## src/rtl/fpu_conv_pkg.sv

```systemverilog
// Purpose: shared types and widths for the FP64->FP80 converter arbiter.
// Latency: n/a (package only).
// Backpressure: n/a.
package fpu_conv_pkg;

    localparam int FP64_W = 64;
    localparam int FP80_W = 80;

    // Per-operation flow: grant a requester, fire the converter, wait for it,
    // then hold the result until the consumer takes it.
    typedef enum logic [1:0] {
        S_IDLE  = 2'd0,
        S_ISSUE = 2'd1,
        S_WAIT  = 2'd2,
        S_HOLD  = 2'd3
    } state_t;

endpackage

```

## src/rtl/fpu_rr_arbiter.sv

```systemverilog
// Purpose: round-robin one-hot grant, scanning upward from ptr with wrap.
// Latency: combinational.
// Backpressure: none; the caller decides whether the grant is used.
// Ports: req (request vector), ptr (highest-priority index), grant (one-hot or 0).
module fpu_rr_arbiter #(
    parameter int NUM_REQ = 2,
    parameter int PTR_W   = 1
) (
    input  logic [NUM_REQ-1:0] req,
    input  logic [PTR_W-1:0]   ptr,
    output logic [NUM_REQ-1:0] grant
);

    logic found;

    // Outer loop walks priority order (ptr, ptr+1, ...); the inner loop maps
    // that rotated position back to a physical requester with constant indices.
    always_comb begin
        grant = '0;
        found = 1'b0;
        for (int i = 0; i < NUM_REQ; i++) begin
            for (int j = 0; j < NUM_REQ; j++) begin
                if (!found && req[j] && (((int'(ptr) + i) % NUM_REQ) == j)) begin
                    grant[j] = 1'b1;
                    found    = 1'b1;
                end
            end
        end
    end

endmodule

```

## src/rtl/fpu_fp64_conv_arbiter.sv

```systemverilog
// Purpose: shares one FP64->FP80 converter among NUM_REQ requesters (round-robin).
// Latency: accept A, conv_enable A+1, rsp_valid one cycle after conv_done (A+3 best case).
// Backpressure: rsp_ready=0 holds the response and blocks new accepts; watchdog aborts a hung converter.
// Ports: req_valid/req_ready/req_data/req_tag (requesters), conv_enable/conv_fp64/
//        conv_fp80/conv_done (converter), rsp_valid/rsp_ready/rsp_data/rsp_tag/
//        rsp_grant (response), busy, timeout_err (one-cycle watchdog pulse).
module fpu_fp64_conv_arbiter
    import fpu_conv_pkg::*;
#(
    parameter int NUM_REQ         = 2,
    parameter int TAG_W           = 3,
    parameter int WATCHDOG_CYCLES = 15
) (
    input  logic                       clk,
    input  logic                       reset_n,
    input  logic [NUM_REQ-1:0]         req_valid,
    output logic [NUM_REQ-1:0]         req_ready,
    input  logic [NUM_REQ*FP64_W-1:0]  req_data,
    input  logic [NUM_REQ*TAG_W-1:0]   req_tag,
    output logic                       conv_enable,
    output logic [FP64_W-1:0]          conv_fp64,
    input  logic [FP80_W-1:0]          conv_fp80,
    input  logic                       conv_done,
    output logic                       rsp_valid,
    input  logic                       rsp_ready,
    output logic [FP80_W-1:0]          rsp_data,
    output logic [TAG_W-1:0]           rsp_tag,
    output logic [NUM_REQ-1:0]         rsp_grant,
    output logic                       busy,
    output logic                       timeout_err
);

    localparam int PTR_W = (NUM_REQ > 1) ? $clog2(NUM_REQ) : 1;
    localparam int WD_W  = $clog2(WATCHDOG_CYCLES + 1);

    state_t               state;
    logic [PTR_W-1:0]     ptr;
    logic [WD_W-1:0]      wd_cnt;
    logic [NUM_REQ-1:0]   grant;
    logic                 accept;
    logic [FP64_W-1:0]    sel_data;
    logic [TAG_W-1:0]     sel_tag;
    logic [PTR_W-1:0]     next_ptr;

    fpu_rr_arbiter #(
        .NUM_REQ (NUM_REQ),
        .PTR_W   (PTR_W)
    ) u_rr (
        .req   (req_valid),
        .ptr   (ptr),
        .grant (grant)
    );

    // Accept windows: idle, or the cycle the held response drains. Gated by
    // reset_n so req_ready is 0 while reset is asserted.
    assign accept = reset_n && (|req_valid) &&
                    ((state == S_IDLE) || ((state == S_HOLD) && rsp_ready));

    assign req_ready   = {NUM_REQ{accept}} & grant;
    assign conv_enable = (state == S_ISSUE);
    assign rsp_valid   = (state == S_HOLD);
    assign busy        = (state != S_IDLE);

    // Operand/tag mux and the pointer value following the winner.
    always_comb begin
        sel_data = '0;
        sel_tag  = '0;
        next_ptr = ptr;
        for (int j = 0; j < NUM_REQ; j++) begin
            if (grant[j]) begin
                sel_data = req_data[FP64_W*j +: FP64_W];
                sel_tag  = req_tag[TAG_W*j +: TAG_W];
                next_ptr = PTR_W'((j + 1) % NUM_REQ);
            end
        end
    end

    always_ff @(posedge clk or negedge reset_n) begin
        if (!reset_n) begin
            state       <= S_IDLE;
            ptr         <= '0;
            wd_cnt      <= '0;
            conv_fp64   <= '0;
            rsp_data    <= '0;
            rsp_tag     <= '0;
            rsp_grant   <= '0;
            timeout_err <= 1'b0;
        end else begin
            timeout_err <= 1'b0;

            // Tag/grant change only on accept, which in HOLD coincides with the
            // response handshake, so they are stable while rsp_valid is high.
            if (accept) begin
                conv_fp64 <= sel_data;
                rsp_tag   <= sel_tag;
                rsp_grant <= grant;
                ptr       <= next_ptr;
            end

            case (state)
                S_IDLE: begin
                    if (accept) state <= S_ISSUE;
                end
                S_ISSUE: begin
                    wd_cnt <= '0;
                    state  <= S_WAIT;
                end
                S_WAIT: begin
                    // Done is checked first so it wins on the expiry cycle.
                    if (conv_done) begin
                        rsp_data <= conv_fp80;
                        state    <= S_HOLD;
                    end else if (wd_cnt == WD_W'(WATCHDOG_CYCLES - 1)) begin
                        timeout_err <= 1'b1;
                        state       <= S_IDLE;
                    end else if (wd_cnt != '1) begin
                        wd_cnt <= wd_cnt + 1'b1;
                    end
                end
                S_HOLD: begin
                    if (rsp_ready) state <= accept ? S_ISSUE : S_IDLE;
                end
                default: state <= S_IDLE;
            endcase
        end
    end

endmodule
```

## config.mk

```make
export PLATFORM = sky130hd
export DESIGN_NAME = fpu_fp64_conv_arbiter
export DESIGN_NICKNAME = d
export VERILOG_FILES = /design/src/rtl/fpu_conv_pkg.sv /design/src/rtl/fpu_rr_arbiter.sv /design/src/rtl/fpu_fp64_conv_arbiter.sv
export SDC_FILE = /design/constraint.sdc
export NUM_CORES = 1
export LEC_CHECK = 0
export ABC_AREA = 1
export ABC_CLOCK_PERIOD_IN_PS = 1600
export CAP_MARGIN = 20
export CORE_ASPECT_RATIO = 1.25
export CORE_MARGIN = 5
export CORE_UTILIZATION = 26
export CTS_CLUSTER_DIAMETER = 200
export DETAILED_ROUTE_END_ITERATION = 16
export SLEW_MARGIN = 40
export SYNTH_ARGS = -nofsm -noshare
export SYNTH_HDL_FRONTEND = slang
export SYNTH_SLANG_ARGS = --single-unit
```

## constraint.sdc

```tcl
create_clock -name clk -period 1.6 [get_ports clk]
set_input_delay 0.48 -clock clk [delete_from_list [all_inputs] [get_ports clk]]
set_output_delay 0.48 -clock clk [all_outputs]
set_load 0.01 [all_outputs]
```

==> flow_summary_export.csv <==
group,metric,value,unit
routing,final_antenna_net_count,0,
clock_network,cts_hold_buffers,0,
yosys,synth-seq-area-share,56.5,%
clock_network,h_tree_lvls,4,
finish,syn2layout_area_growth,72.0,%
finish,layout-drive-gt1-share,10.8,%
setup_path,worst_ep_required_time,1.12,ns
routing,drt-initial-drc-count,433,
pwr,power_switching,7.45,mW
sta,timing_max_transition_violations_final,0,
global_routing,grt_max_degree,73,
clock_network,clk_pin_slew,0.07,ns
global_routing,grtUsageTotal,16.8,%
sta,endpoints_failing_hold,0,
pwr,power.clock.fraction,21.5,%
sta,clock-skew-final,0.0154,ns
sta,period_needed,1.88,ns
global_routing,global_route_wire_length_before_repair,39.5,mm
finish,layout.area.seq,0.00393,mm^2
sta,final.hold.worst_slack,0.0377,ns
yosys,top_cell_type_by_total_area_after_synthesis,"dfrtp_1",
die,die_area,0.0301,mm^2
finish,multiInputGateArea,0.00277,mm^2
clock_network,cts_buffer_depth,2,
setup_path,data_arrival_critical_path,1.40,ns
sta,finalSetupViolations,73,
yosys,post_synth_main_area_contributors,"dfrtp_1 (57%), nand2_1 (36%), buf_2 (1.7%)",
yosys,synth_top_area_share,56.5,%
setup_path,setup_cp_type,"reg2out",
yosys,number_of_distinct_library_cells_after_synthesis,21,
sta,rsz0062_at_grt,"yes",
sta,period_share,118,%
routing,drt_pre_antenna_iters,4,
setup_path,crit_fanout,3,
routing,detail_route.wl_per_cell,15.2,um
pwr,report.power.total,19.9,mW
sta,crit_path_setup_slack_layout,-0.284,ns
yosys,post_synthesis_net_count,1154,
finish,fin_area,0.0120,mm^2
global_routing,number_of_global_route_vias_before_repair,7109,
die,pin_count,375,
run,max-cap-violations,0,
clock_network,clock-root-buffer,"clkbuf_16",
die,die_width,156,um
pwr,power.share.sequential,34.2,%
clock_network,tritoncts.num_buffers,17,
pwr,leakage,6.24,nW
routing,post_drt_via_cell_ratio,4.19,
yosys,avgSynthCellArea,7.46,um^2
sta,max_slew.worst_pin.slew,0.768,ns
pwr,max-vdd-ir-drop,0.000858,V
placement,portBuffers,374,
clock_network,cts_tree,"yes",
global_routing,antenna_found_initial,0,
routing,drc,0,
outcome,violations_in_the_final_reports,"negative setup slack",
finish,n_fill_cell,2592,
pwr,power_report.internal_total,12.5,mW
die,die_height,193,um
die,initial_utilization,26.2,%
outcome,status,"finished, violations left",
pwr,netSwitchingFraction,37.4,%
placement,gp_congestion,0.803,
yosys,ys.warnings.count,0,
routing,vias,7075,
clock_network,clk-insertion-delay-late,0.43,ns
setup_path,setup.worst_path.end_class,"output port",
sta,worst_slew_margin_rel,48.8,%
yosys,syn_area,0.00695,mm^2
placement,placement.cell_area,0.0114,mm^2
die,placementRows,67,
routing,totalWireLength,25.7,mm
yosys,synth.ff_latch_count,157,
pwr,power.combinational.fraction,44.3,%
die,fp.coreArea,0.0266,mm^2
clock_network,cts_sinks,157,
pwr,power_per_cell_area,1670,mW/mm^2
global_routing,gr-total-overflow,0,
yosys,postSynthCellCount,932,
worst_hold_path,min_path_type,"in2async",
finish,finalNetCount,1551,
sta,achievable_freq,531,MHz
placement,dp_hpwl,19.0,mm
setup_path,cp-start-kind,"register",
[layout make-up]
| cell class | count | area share (%) |
|---|---|---|
| diodes | 1 | 0.0209 |
| clock buffers | 18 | 3.59 |
| clock inverters | 14 | 1.53 |
| inverters | 20 | 0.628 |
| multi-input cells | 710 | 23.2 |
| flip-flops and latches | 157 | 32.9 |
| well taps | 345 | 3.61 |
| repair buffers | 423 | 34.6 |
[cell usage after synthesis (all sizes together)]
cell type / instances
nand2: 676
nand3: 8
nor2: 14
nor3: 1
dfrtp: 157
clkbuf: 17
buf: 28
nand4: 1
ha: 2
a21oi: 2
o211ai: 1
inv: 20
o21bai: 1
o21ai: 4
[logic make-up after synthesis]
family	count (synthesis)	synth area share (%)
AO/OA/AOI/OAI	8	0.756
adder cells (fa/ha/maj)	2	0.360
buffers and inverters	65	4.27
flip-flops	157	56.5
AND/OR/NAND/NOR	700	38.1
[sequential cells by signal, summed over array words and instances (netlist names)]
register,cells
rsp_grant,2
conv_fp64,64
state,2
timeout_err,1
wd_cnt,4
rsp_tag,3
ptr,1
rsp_data,80
[cells in the final DEF, fill, tap and decap left out, types with 3 or more instances in the layout]
master / instances
buf_4: 32
nand2_1: 670
nand2_2: 4
clkdlybuf4s15_2: 6
dlygate4sd2_1: 4
clkdlybuf4s15_1: 110
clkdlybuf4s50_1: 215
buf_6: 10
inv_6: 4
clkbuf_16: 18
clkinv_4: 3
inv_1: 12
dfrtp_1: 157
nor2_1: 11
nand3_1: 7
inv_2: 8
bufinv_16: 3
clkbuf_2: 32
buf_12: 10
[routing by layer]
metal / track usage (%) / vias to the layer above / share of wire, %
met5: 0 / - / 0
met4: 5.54 / 0 / 2.4
li1: - / 3581 / -
met2: 28.0 / 262 / 49
met3: 6.12 / 28 / 9.1
met1: 20.2 / 3204 / 40
[power by group through the flow]
stage / logic, mW / clock network [mW] / registers, mW
2_1_floorplan: 2.97 / 0 / 7.67
3_3_place_gp: 9.69 / 0 / 6.82
3_5_place_dp: 9.76 / 0 / 6.83
4_1_cts: 8.99 / 4.44 / 6.82
5_1_grt: 9.78 / 4.60 / 7.09
6_report: 8.82 / 4.29 / 6.82
[critical path, stage by stage, from the launching register on]
cell     delay [ns]
dfrtp_1        0.40
nand2_2        0.10
buf_4          0.14
buf_6          0.10
buf_6          0.11
inv_2          0.05
buf_6          0.09
[final timing paths]
path	start	endpoint	slack, ns	cells past startpoint
max in group asynchronous	reset_n	rsp_data[25]$_DFFE_PN0P_	0.59	3
min reg2reg	conv_fp64[17]$_DFFE_PN0N_	conv_fp64[17]$_DFFE_PN0N_	0.48	2
min in group clk	conv_fp64[17]$_DFFE_PN0N_	conv_fp64[17]$_DFFE_PN0N_	0.48	2
max	state[1]$_DFFE_PN0P_	rsp_valid	-0.28	6
min	reset_n	rsp_data[50]$_DFFE_PN0P_	0.04	2
max reg2reg	state[1]$_DFFE_PN0P_	conv_fp64[20]$_DFFE_PN0N_	-0.09	8
[per-stage QoR]
stage          setup TNS, ns  cells  util, %  setup slack (ns)
6_report               -4.82   1688     45.0            -0.284
5_1_grt               -16.00   1687     45.0            -0.387
4_1_cts                -4.72   1684     45.2            -0.299
3_5_place_dp          -61.87   1646     42.8            -0.883
3_3_place_gp          -77.32   1646     42.7            -0.876
2_1_floorplan              0    932        -           0.00768
[what timing repair did]
| item | 4_1_cts | 5_1_grt |
|---|---|---|
| endpoints found under the setup margin | 225 | 149 |
| pin swaps | 5 | 5 |
| buffers inserted | 8 | 4 |
| cloned | 0 | 1 |
| gates resized for setup | 311 | 68 |
Note: power is estimated with default switching activity, not from simulation.
